File: config.mk
export PLATFORM = sky130hd
export DESIGN_NAME = ip4_rtl_spa_dispatch_flat
export DESIGN_NICKNAME = d
export VERILOG_FILES = /design/src/rtl/ip4_rtl_spa_dispatch_pkg.sv /design/src/rtl/ip4_rtl_spa_dispatch_if.sv /design/src/rtl/ip4_rtl_spa_skid.sv /design/src/rtl/ip4_rtl_spa_dispatch.sv /design/src/flat_wrapper.sv
export SDC_FILE = /design/constraint.sdc
export NUM_CORES = 2
export LEC_CHECK = 0
export BUFFER_PORTS_ARGS = -buffer_cell sky130_fd_sc_hd__clkbuf_2
export CORE_ASPECT_RATIO = 0.5
export CORE_UTILIZATION = 30
export DETAILED_ROUTE_END_ITERATION = 12
export GPL_TIMING_DRIVEN = 0
export PLACE_DENSITY_LB_ADDON = 0.25
export SLEW_MARGIN = 15
export SYNTH_ARGS = -nofsm -noshare
export SYNTH_HDL_FRONTEND = slang
export SYNTH_SLANG_ARGS = --single-unit
File: constraint.sdc
create_clock -name clk -period 3.75 [get_ports clk]
set_input_delay 0.1875 -clock clk [delete_from_list [all_inputs] [get_ports clk]]
set_output_delay 0.1875 -clock clk [all_outputs]
set_load 0.02 [all_outputs]
File: src/rtl/ip4_rtl_spa_dispatch_pkg.sv
// ip4_rtl_spa_dispatch_pkg: shared types and constants for the SPA operand dispatcher.
//   opcode_e          SP operation code carried with every bundle
//   op_bundle_t       3x4 operand words for one register-file row
//   dispatch_state_e  dispatcher FSM states
//   sp_bundle_t       skid-buffer payload (operands, element index, last flag)
package ip4_rtl_spa_dispatch_pkg;

    localparam int unsigned IP4_SPA_MAX_VL       = 16;
    localparam int unsigned IP4_SPA_VL_W         = $clog2(IP4_SPA_MAX_VL);
    localparam int unsigned IP4_SPA_RA_W         = 8;
    localparam int unsigned IP4_WORD_W           = 32;
    localparam int unsigned IP4_SPA_ROWS         = 3;
    localparam int unsigned IP4_SPA_COLS         = 4;
    localparam int unsigned IP4_SPA_SKID_DEPTH   = 2;
    localparam int unsigned IP4_SPA_SKID_CNT_W   = $clog2(IP4_SPA_SKID_DEPTH + 1);

    typedef logic [IP4_WORD_W-1:0] wordu;
    typedef wordu [0:IP4_SPA_ROWS-1][0:IP4_SPA_COLS-1] op_bundle_t;

    typedef enum logic [3:0] {
        OP_NOP = 4'd0,
        OP_ADD = 4'd1,
        OP_SUB = 4'd2,
        OP_MUL = 4'd3,
        OP_MAC = 4'd4,
        OP_MIN = 4'd5,
        OP_MAX = 4'd6,
        OP_SHL = 4'd7
    } opcode_e;

    typedef enum logic [1:0] {
        IDLE  = 2'd0,
        RUN   = 2'd1,
        DRAIN = 2'd2
    } dispatch_state_e;

    typedef struct packed {
        op_bundle_t                op;
        logic [IP4_SPA_VL_W-1:0]   idx;
        logic                      last;
    } sp_bundle_t;

endpackage

File: src/rtl/ip4_rtl_spa_dispatch_if.sv
// ip4_rtl_spa_dispatch_if: issue, register-file read and SPA stream signals of the dispatcher.
//   master : dispatcher side (accepts issue, drives RF reads, offers SPA bundles)
//   slave  : environment side (issue stage, register file, SPA)
interface ip4_rtl_spa_dispatch_if
    import ip4_rtl_spa_dispatch_pkg::*;
#(
    parameter int unsigned VL_W = IP4_SPA_VL_W,
    parameter int unsigned RA_W = IP4_SPA_RA_W
);

    logic             iss_valid;
    logic             iss_ready;
    opcode_e          iss_opcode;
    logic [VL_W-1:0]  iss_vlm1;
    logic [RA_W-1:0]  iss_rbase;

    logic             rf_rd_en;
    logic [RA_W-1:0]  rf_rd_addr;
    op_bundle_t       rf_rd_data;

    logic             sp_valid;
    logic             sp_ready;
    opcode_e          sp_opcode;
    op_bundle_t       sp_op;
    logic [VL_W-1:0]  sp_idx;
    logic             sp_last;

    modport master (
        input  iss_valid, iss_opcode, iss_vlm1, iss_rbase,
        output iss_ready,
        output rf_rd_en, rf_rd_addr,
        input  rf_rd_data,
        output sp_valid, sp_opcode, sp_op, sp_idx, sp_last,
        input  sp_ready
    );

    modport slave (
        output iss_valid, iss_opcode, iss_vlm1, iss_rbase,
        input  iss_ready,
        input  rf_rd_en, rf_rd_addr,
        output rf_rd_data,
        input  sp_valid, sp_opcode, sp_op, sp_idx, sp_last,
        output sp_ready
    );

endinterface

File: src/rtl/ip4_rtl_spa_skid.sv
// ip4_rtl_spa_skid: 2-entry FIFO of sp_bundle_t; head entry is a register so it can drive
// the SPA outputs directly.
//   clk, clr      clock and synchronous clear
//   push/push_data write port
//   pop           remove head entry
//   count         number of valid entries
//   head          oldest entry
module ip4_rtl_spa_skid
    import ip4_rtl_spa_dispatch_pkg::*;
(
    input  logic                          clk,
    input  logic                          clr,
    input  logic                          push,
    input  sp_bundle_t                    push_data,
    input  logic                          pop,
    output logic [IP4_SPA_SKID_CNT_W-1:0] count,
    output sp_bundle_t                    head
);

    localparam int unsigned CW = IP4_SPA_SKID_CNT_W;

    sp_bundle_t      head_q, head_d;
    sp_bundle_t      tail_q, tail_d;
    logic [CW-1:0]   count_q, count_d;
    logic            pop_ok_c;
    logic            push_ok_c;

    // Ignore pops on empty and pushes that would overflow.
    assign pop_ok_c  = pop && (count_q != '0);
    assign push_ok_c = push && ((count_q < CW'(IP4_SPA_SKID_DEPTH)) || pop_ok_c);

    // Head/tail shift: the new entry lands in head whenever head would otherwise be empty.
    always_comb begin
        head_d  = head_q;
        tail_d  = tail_q;
        count_d = count_q;
        case ({push_ok_c, pop_ok_c})
            2'b10: begin
                if (count_q == '0) head_d = push_data;
                else               tail_d = push_data;
                count_d = count_q + CW'(1);
            end
            2'b01: begin
                head_d  = tail_q;
                count_d = count_q - CW'(1);
            end
            2'b11: begin
                if (count_q == CW'(1)) begin
                    head_d = push_data;
                end else begin
                    head_d = tail_q;
                    tail_d = push_data;
                end
            end
            default: ;
        endcase
    end

    always_ff @(posedge clk) begin
        if (clr) begin
            head_q  <= '0;
            tail_q  <= '0;
            count_q <= '0;
        end else begin
            head_q  <= head_d;
            tail_q  <= tail_d;
            count_q <= count_d;
        end
    end

    assign count = count_q;
    assign head  = head_q;

endmodule

File: src/rtl/ip4_rtl_spa_dispatch.sv
// ip4_rtl_spa_dispatch: accepts one vector instruction, reads VL consecutive register-file
// rows and streams them to the SPA as tagged operand bundles through a 2-entry skid buffer.
//   clk, rst   clock, synchronous active-high reset
//   bus        ip4_rtl_spa_dispatch_if.master (issue, RF read, SPA stream)
//   busy       high whenever the FSM is not IDLE
//   stall_cnt  saturating count of SPA stall cycles
// Optional feature: define IP4_SPA_DISPATCH_PERF_EN to build the stall counter;
// otherwise stall_cnt is tied to zero.
module ip4_rtl_spa_dispatch
    import ip4_rtl_spa_dispatch_pkg::*;
#(
    parameter int unsigned MAX_VL = IP4_SPA_MAX_VL,
    parameter int unsigned VL_W   = $clog2(MAX_VL),
    parameter int unsigned RA_W   = IP4_SPA_RA_W
)(
    input  logic                     clk,
    input  logic                     rst,
    ip4_rtl_spa_dispatch_if.master   bus,
    output logic                     busy,
    output logic [15:0]              stall_cnt
);

    dispatch_state_e  state_q, state_d;
    opcode_e          opcode_q, opcode_d;
    logic [VL_W-1:0]  vlm1_q, vlm1_d;
    logic [VL_W-1:0]  rd_cnt_q, rd_cnt_d;
    logic [RA_W-1:0]  addr_q, addr_d;
    logic             infl_q, infl_d;
    logic [VL_W-1:0]  infl_idx_q, infl_idx_d;
    logic             iss_ready_q, iss_ready_d;
    logic             busy_q, busy_d;

    logic [IP4_SPA_SKID_CNT_W-1:0] skid_cnt;
    sp_bundle_t                    skid_head;
    sp_bundle_t                    push_data_c;
    logic                          sp_valid_c;
    logic                          pop_c;
    logic [2:0]                    level_c;
    logic                          rd_en_c;

    assign sp_valid_c = (skid_cnt != '0);
    assign pop_c      = sp_valid_c && bus.sp_ready;

    // Buffered + in-flight rows after this cycle's pop; a new read only fits below 2.
    assign level_c = 3'(skid_cnt) + 3'(infl_q) - 3'(pop_c);
    assign rd_en_c = (state_q == RUN) && (level_c < 3'(IP4_SPA_SKID_DEPTH));

    // Returning row is tagged with the index recorded when its read was issued.
    always_comb begin
        push_data_c      = '0;
        push_data_c.op   = bus.rf_rd_data;
        push_data_c.idx  = IP4_SPA_VL_W'(infl_idx_q);
        push_data_c.last = (infl_idx_q == vlm1_q);
    end

    ip4_rtl_spa_skid u_skid (
        .clk       (clk),
        .clr       (rst),
        .push      (infl_q),
        .push_data (push_data_c),
        .pop       (pop_c),
        .count     (skid_cnt),
        .head      (skid_head)
    );

    // Next-state and instruction bookkeeping.
    always_comb begin
        state_d    = state_q;
        opcode_d   = opcode_q;
        vlm1_d     = vlm1_q;
        rd_cnt_d   = rd_cnt_q;
        addr_d     = addr_q;
        case (state_q)
            IDLE: begin
                if (bus.iss_valid) begin
                    opcode_d = bus.iss_opcode;
                    vlm1_d   = bus.iss_vlm1;
                    addr_d   = bus.iss_rbase;
                    rd_cnt_d = '0;
                    state_d  = RUN;
                end
            end
            RUN: begin
                if (rd_en_c) begin
                    rd_cnt_d = rd_cnt_q + VL_W'(1);
                    addr_d   = addr_q + RA_W'(1);
                    if (rd_cnt_q == vlm1_q) state_d = DRAIN;
                end
            end
            DRAIN: begin
                if (pop_c && skid_head.last) state_d = IDLE;
            end
            default: state_d = IDLE;
        endcase
        infl_d      = rd_en_c;
        infl_idx_d  = rd_en_c ? rd_cnt_q : infl_idx_q;
        iss_ready_d = (state_d == IDLE);
        busy_d      = (state_d != IDLE);
    end

    always_ff @(posedge clk) begin
        if (rst) begin
            state_q     <= IDLE;
            opcode_q    <= OP_NOP;
            vlm1_q      <= '0;
            rd_cnt_q    <= '0;
            addr_q      <= '0;
            infl_q      <= 1'b0;
            infl_idx_q  <= '0;
            iss_ready_q <= 1'b1;
            busy_q      <= 1'b0;
        end else begin
            state_q     <= state_d;
            opcode_q    <= opcode_d;
            vlm1_q      <= vlm1_d;
            rd_cnt_q    <= rd_cnt_d;
            addr_q      <= addr_d;
            infl_q      <= infl_d;
            infl_idx_q  <= infl_idx_d;
            iss_ready_q <= iss_ready_d;
            busy_q      <= busy_d;
        end
    end

    assign bus.iss_ready  = iss_ready_q;
    assign bus.rf_rd_en   = rd_en_c;
    assign bus.rf_rd_addr = addr_q;
    assign bus.sp_valid   = sp_valid_c;
    assign bus.sp_opcode  = opcode_q;
    assign bus.sp_op      = skid_head.op;
    assign bus.sp_idx     = VL_W'(skid_head.idx);
    assign bus.sp_last    = skid_head.last;
    assign busy           = busy_q;

`ifdef IP4_SPA_DISPATCH_PERF_EN
    logic [15:0] stall_q, stall_d;

    // Saturating count of cycles the SPA holds off an offered bundle.
    always_comb begin
        stall_d = stall_q;
        if (sp_valid_c && !bus.sp_ready && (stall_q != 16'hFFFF)) stall_d = stall_q + 16'd1;
    end

    always_ff @(posedge clk) begin
        if (rst) stall_q <= '0;
        else     stall_q <= stall_d;
    end

    assign stall_cnt = stall_q;
`else
    assign stall_cnt = '0;
`endif

endmodule

File: src/flat_wrapper.sv
// flat-port wrapper written by rule: the top's interface ports become plain ports
module ip4_rtl_spa_dispatch_flat import ip4_rtl_spa_dispatch_pkg::*;
#(
    parameter int unsigned MAX_VL = IP4_SPA_MAX_VL,
    parameter int unsigned VL_W   = $clog2(MAX_VL),
    parameter int unsigned RA_W   = IP4_SPA_RA_W
)
  (clk, rst, busy, stall_cnt, bus_iss_valid, bus_iss_opcode, bus_iss_vlm1, bus_iss_rbase, bus_iss_ready, bus_rf_rd_en, bus_rf_rd_addr, bus_rf_rd_data, bus_sp_valid, bus_sp_opcode, bus_sp_op, bus_sp_idx, bus_sp_last, bus_sp_ready);
  ip4_rtl_spa_dispatch_if #(.VL_W(VL_W), .RA_W(RA_W)) bus_i ();
  input  logic clk;
  input  logic rst;
  output logic busy;
  output logic [15:0] stall_cnt;
  input wire logic [$bits(bus_i.iss_valid)-1:0] bus_iss_valid;
  input wire logic [$bits(bus_i.iss_opcode)-1:0] bus_iss_opcode;
  input wire logic [$bits(bus_i.iss_vlm1)-1:0] bus_iss_vlm1;
  input wire logic [$bits(bus_i.iss_rbase)-1:0] bus_iss_rbase;
  output wire logic [$bits(bus_i.iss_ready)-1:0] bus_iss_ready;
  output wire logic [$bits(bus_i.rf_rd_en)-1:0] bus_rf_rd_en;
  output wire logic [$bits(bus_i.rf_rd_addr)-1:0] bus_rf_rd_addr;
  input wire logic [$bits(bus_i.rf_rd_data)-1:0] bus_rf_rd_data;
  output wire logic [$bits(bus_i.sp_valid)-1:0] bus_sp_valid;
  output wire logic [$bits(bus_i.sp_opcode)-1:0] bus_sp_opcode;
  output wire logic [$bits(bus_i.sp_op)-1:0] bus_sp_op;
  output wire logic [$bits(bus_i.sp_idx)-1:0] bus_sp_idx;
  output wire logic [$bits(bus_i.sp_last)-1:0] bus_sp_last;
  input wire logic [$bits(bus_i.sp_ready)-1:0] bus_sp_ready;
  assign bus_i.iss_valid = bus_iss_valid;
  assign bus_i.iss_opcode = bus_iss_opcode;
  assign bus_i.iss_vlm1 = bus_iss_vlm1;
  assign bus_i.iss_rbase = bus_iss_rbase;
  assign bus_iss_ready = bus_i.iss_ready;
  assign bus_rf_rd_en = bus_i.rf_rd_en;
  assign bus_rf_rd_addr = bus_i.rf_rd_addr;
  assign bus_i.rf_rd_data = bus_rf_rd_data;
  assign bus_sp_valid = bus_i.sp_valid;
  assign bus_sp_opcode = bus_i.sp_opcode;
  assign bus_sp_op = bus_i.sp_op;
  assign bus_sp_idx = bus_i.sp_idx;
  assign bus_sp_last = bus_i.sp_last;
  assign bus_i.sp_ready = bus_sp_ready;
  ip4_rtl_spa_dispatch #(.MAX_VL(MAX_VL), .VL_W(VL_W), .RA_W(RA_W)) u_core (.clk(clk), .rst(rst), .bus(bus_i), .busy(busy), .stall_cnt(stall_cnt));
endmodule
**Yosys cells after proc, flatten, opt, wreduce, memory -nomap -nowiden**

Index checks and enable logic that the tools add are counted.

- Register bits: 809
- Bits of input ports: 404
- Output and inout bits: 421
- Word-level logic and storage cells: 96

- Add/sub/neg operators: 6
- $lt $le $gt $ge: 2
- Eq/ne operators: 13
- Multiplexer cells: 18
- Reduce and logical (&&, ||, !) cells: 19

Operator list:

| operator | count |
|---|---|
| $mux 389 | 4 |
| $pmux 389 s3 | 1 |
| $pmux 389 s2 | 1 |
| $mux 8 | 2 |
| $pmux 8 s2 | 1 |
| $reduce_bool 2->1 | 5 |
| $add 8x1->8 const B | 1 |
| $eq 4x4->1 | 2 |
| $mux 2 | 4 |
| $mux 4 | 2 |
| $ne 2x2->1 const B | 4 |
| $pmux 4 s2 | 1 |
| $eq 2x1->1 const B | 3 |
| $eq 2x2->1 const B | 3 |
| $logic_not 2->1 | 3 |
| $pmux 2 s3 | 1 |
| $reduce_and 3->1 | 2 |
| $logic_and 1x1->1 | 5 |
| $add 4x1->4 const B | 1 |
| $pmux 2 s2 | 1 |
| $reduce_and 2->1 | 2 |
| $add 2x1->3 | 1 |
| $lt 3x2->1 const B | 1 |
| $reduce_bool 3->1 | 1 |
| other kinds (6) | 6 |

**Depth between registers and ports, before layout**

- Depth after elaboration: 8
- Depth in mapped cells: 14
- Depth with buffers taken out: 12

**Hierarchy**

From an unflattened synthesis, not the netlist that was laid out.

- Cells, all modules: 4,327
- Area total of the unflattened synthesis: 36,411.2 sq um

By module, submodules not included:

| module | instances | cells each | area each (sq um) |
|---|---|---|---|
| ip4_rtl_spa_skid | 1 | 4,133 | 34,868.4 |
| ip4_rtl_spa_dispatch | 1 | 194 | 1,542.7 |

**Worst setup path after synthesis**

Ideal clock, no wire load.

- Path type: register to register
- From: register u_core.u_skid.count_q[1] (netlist: u_core.u_skid.count[1])
- To: register u_core.busy_q (netlist: u_core.busy)
- Arrival time: 2.633 ns
- Data required time: 3.635 ns
- Slack: 1.002 ns
- Stages on the path, launching flop included: 11
- Buffers on the path: 0
- Period minus slack after synthesis: 2.748 ns
- Path through: dfxtp_1 > inv_1 > ha_1 > nand2b_4 > inv_2 > ha_1 > nand2b_1 > fa_1 > inv_1 > o41ai_1 > a21bo_2

- Cells in the longest elaborated chain, start to end: 8
- Elaborated cells between the ends (all ways): 11
- Those cells by class: 2 x add/sub; 1 x order compare; 3 x mux; 5 x reduce/logical

Ends and longest elaborated chain:

| item | RTL line | text |
|---|---|---|
| start: declaration | ip4_rtl_spa_skid.sv:24 | `logic [CW-1:0] count_q, count_d;` |
| start signal: assignment | ip4_rtl_spa_skid.sv:67 | `count_q <= count_d;` |
| parallel branches: the longest is 6 deep, another holds $add 2x1->3 | - |  |
| $pmux 2 s3 * | ip4_rtl_spa_dispatch.sv:73 | `case (state_q)` |
| $reduce_bool 2->1 * | ip4_rtl_spa_dispatch.sv:98 | `busy_d = (state_d != IDLE);` |
| end signal: assignment | ip4_rtl_spa_dispatch.sv:121 | `busy_q <= busy_d;` |
| end: declaration | ip4_rtl_spa_dispatch.sv:31 | `logic busy_q, busy_d;` |

Every way passes the cells marked *.
A chain may end at the register's enable or synchronous reset.

**Worst setup path in the final report**

- From: register u_core.u_skid.count_q[1] (netlist: u_core.u_skid.count[1])
- To: output bus_rf_rd_en

- Cells in the longest elaborated chain, start to end: 5
- Elaborated cells between the ends (all ways): 6
- Those cells by class: 2 x add/sub; 1 x order compare; 3 x reduce/logical

Ends and longest elaborated chain:

| item | RTL line | text |
|---|---|---|
| parallel branches: the longest is 2 deep, another holds $add 2x1->3 | - |  |
| $sub 3x1->3 * | ip4_rtl_spa_dispatch.sv:45 | `assign level_c = 3'(skid_cnt) + 3'(infl_q) - 3'(pop_c);` |
| $lt 3x2->1 * | ip4_rtl_spa_dispatch.sv:46 | `assign rd_en_c = (state_q == RUN) && (level_c < 3'(IP4_SPA_SKID_DEPTH));` |
| $logic_and 1x1->1 * | ip4_rtl_spa_dispatch.sv:46 |  |
| end: declaration | flat_wrapper.sv:19 | `output wire logic [$bits(bus_i.rf_rd_en)-1:0] bus_rf_rd_en;` |

Marks and branches as above.

==> results.md <==
* WS Path Type: flip-flop to primary output
* Worst-case reg-to-reg path depth at 14
* Worst path arrival time at 3320 ps
* ANT nets after route at 0
* Layout net count at 5397
* Worst-skew pair later-pin latency at 700 ps
* Netlist cell types at 55
* Hold_ws at 55.79 ps
* Post-DP HPWL at 99.87 mm
* Reg-to-Reg End: u_core.u_skid.tail_q[376]
* Largest net degree at the start of global routing at 15
* Crit path max fanout at 7
* Power Total at 38.98 mW
* CORE AREA at 113600 sq um
* Ports at 825
* Worst Hold Path EP: u_core.u_skid.count[1]
* Port Buffers at 807
* GRT overflow at 0
* Clock transition at path regs at 70 ps
* GPL Wtd Cong at 0.8699
* Die ar. at 117100 sq um
* Worst Hold Launch: bus_sp_ready
* Via/cell ratio at 4.946
* GRT Overall Usage at 22.13%
* # Max-Cap Violations at 0
* Synth warn at 0
* Starting Density at 30.52%
* Core Rows at 87
* Max transition margin at 28.87%
* Final Cycle Share at 93.42%
* Routed length per instance at 20.47 um
* Vias at 32.57k
* Status: finished, final reports clean
* Reg2reg start: u_core.u_skid.count[1]
* CTS sink cnt at 809
* Fmax at 0.2855 GHz
* H-tree level count at 3
* Synth area leader: dfxtp_1
* Initial antenna violation count at 24
* Synth top cells by count: 816 x nand2_1, 809 x dfxtp_1, 411 x a21oi_1
* Max-slew violation count at 0
* DRC viols at 0
* Seq/Total Area, Yosys at 46.69%
* Die width at 482.9 um
* # setup viols final at 0
* Pwr dens at 817.7 nW/um^2
* Primary FF master, synth: dfxtp_1
* Final Hold Fails at 0
* Clock buffer count from CTS at 82
* Die height at 242.4 um
* Gate Count Post-Synth at 3678
* Syn Std Cell Area at 34690 sq um
* CP required at 3560 ps
* Crit. End Element: primary output
* Share of cells above drive strength 1 at 36.36%
* Post-CTS Setup Bufs at 0
* Worst vdd ir at 0.0003806 V
* Count leader, synth: nand2_1
* Min-Delay Path Depth at 5
* FILL cells at 11.23k
* 1st-iter DRT viols at 1528
* Number of synthesized flops with an enable pin at 0
* Flop-to-flop setup slack at 400 ps
* CTS tree: built
* CP Launch Type: flip-flop
* Lkg Pwr at 19.00 nW
* Setup TNS at 0 ps
* Worst-Margin Slew at 1067 ps
* Syn avg cell area at 9.431 sq um
* Async set-reset flop share out of synthesis at 0%
* Yosys reg bits at 809
* Area contributors post-synth: dfxtp_1 47%, a221oi_2 14%, nor3_2 9.2%
* Vias in the first global route at 32.31k
* First-pass DRT Iterations at 5
* Layout Skew at 33.34 ps
* Root Buffer: clkbuf_16
* RSZ-0062 raised after global routing: false
* Hold WC Path Type: input pin to flip-flop
* First-pass GRT wire length at 198.2 mm
* WL final at 134.8 mm
* Area growth syn-to-layout at 37.43%
* Synth top area share at 46.69%
* Tmin final at 3503 ps
* Clock Path Buffers at 3
-- critical path: stages (launching register included) --
cell	delay [ps]
dfxtp_2	400
inv_1	100
ha_1	240
nand2b_4	190
inv_2	90
ha_1	220
nand2b_1	160
fa_1	470
xnor2_2	240
nand3_4	150
inv_2	130
clkbuf_2	230
-- placed cells by master (no fill, tap or decap), drive strengths merged, types with 9 or more instances in the layout --
cell type    Yosys  routed
clkinv           0      17
clkbuf         129    1051
inv             11      14
conb             1      16
o21ai            9       9
dlygate4sd3      0     400
a21oi          412     412
bufinv           0      11
diode            0      22
nand2          817     817
a221oi         388     388
nor3           389     389
buf            241     241
nor2           396     396
dfxtp          809     809
-- per-stage QoR --
stage          setup slack [ps]  util, %  cells  area [sq um]
2_1_floorplan              1002        -   3693         34740
3_3_place_gp              434.0    35.79   6013         40680
3_5_place_dp              407.9    35.80   6013         40680
4_1_cts                   8.728    41.89   6562         47610
5_1_grt                   36.86    41.95   6582         47670
6_report                  246.8    41.95   6584         47670
-- metal layers --
layer	vias to the layer above	track usage (%)	part of all wire, %	wire [um]
met2	833	38.52	50	67170
met1	15810	25.43	40	53650
met3	341	3.717	4.0	5341
li1	15590	-	-	-
met4	2	12.98	6.4	8636
met5	-	0	0.0074	10
-- worst max-delay path by stage --
stage / start / to / depth (start not counted)
global placement: u_core.u_skid.count[1] / u_core.u_skid.tail_q[370] / 14
floorplan: u_core.u_skid.count[1] / u_core.busy / 10
CTS: u_core.u_skid.count[1] / bus_rf_rd_en / 11
global route: u_core.u_skid.count[1] / bus_rf_rd_en / 11
finish: u_core.u_skid.count[1] / bus_rf_rd_en / 11
detailed placement: u_core.u_skid.count[1] / u_core.u_skid.tail_q[373] / 14
-- registers in the layout (all words and copies together) (netlist names) --
name,cells
u_core.u_skid.head,389
u_core.u_skid.tail_q,389
u_core.bus.rf_rd_addr,8
u_core.bus.sp_opcode,4
u_core.infl_idx_q,4
u_core.rd_cnt_q,4
u_core.vlm1_q,4
u_core.state_q,2
u_core.u_skid.count,2
u_core.bus.iss_ready,1
u_core.busy,1
u_core.infl_q,1
-- final cells by class --
class | instances | area [sq um] | share of cell area, %
sequential | 809 | 16200 | 33.97
inverter | 11 | 41.29 | 0.08661
clock inverter | 34 | 516.7 | 1.084
multi-input combinational | 2503 | 16340 | 34.28
buffer | 370 | 2190 | 4.593
clock buffer | 115 | 2397 | 5.029
tap | 1513 | 1893 | 3.971
antenna | 22 | 55.05 | 0.1155
timing repair buffer | 1207 | 8043 | 16.87
-- cell families (layout without fill, tap and decap cells) --
kind of cell,Yosys count,in the layout,synth area share [%]
adders and majority gates,9,9,0.3463
AOI/OAI and AO/OA,830,830,22.19
DFF,809,809,46.69
and+or+nand+nor,1635,1635,24.00
muxes,1,1,0.02886
buffers and inverters,381,1737,6.424
other,1,38,0.01081
xor gates and xnor gates,12,12,0.3030
-- timing repair --
item / 4_1_cts / 5_1_grt
hold buffers: 400 / 0
gates resized for setup: 2 / 3
endpoints found under the hold margin: 784 / 0
setup endpoints to repair: 1 / 1
-- where the power goes --
part	leakage (nW)	internal (mW)	switching (mW)
clock	1.43	5.25	3.80
sequential	6.59	10.9	1.40
combinational	11.0	5.78	11.8
(Power assumes the default switching activity.)
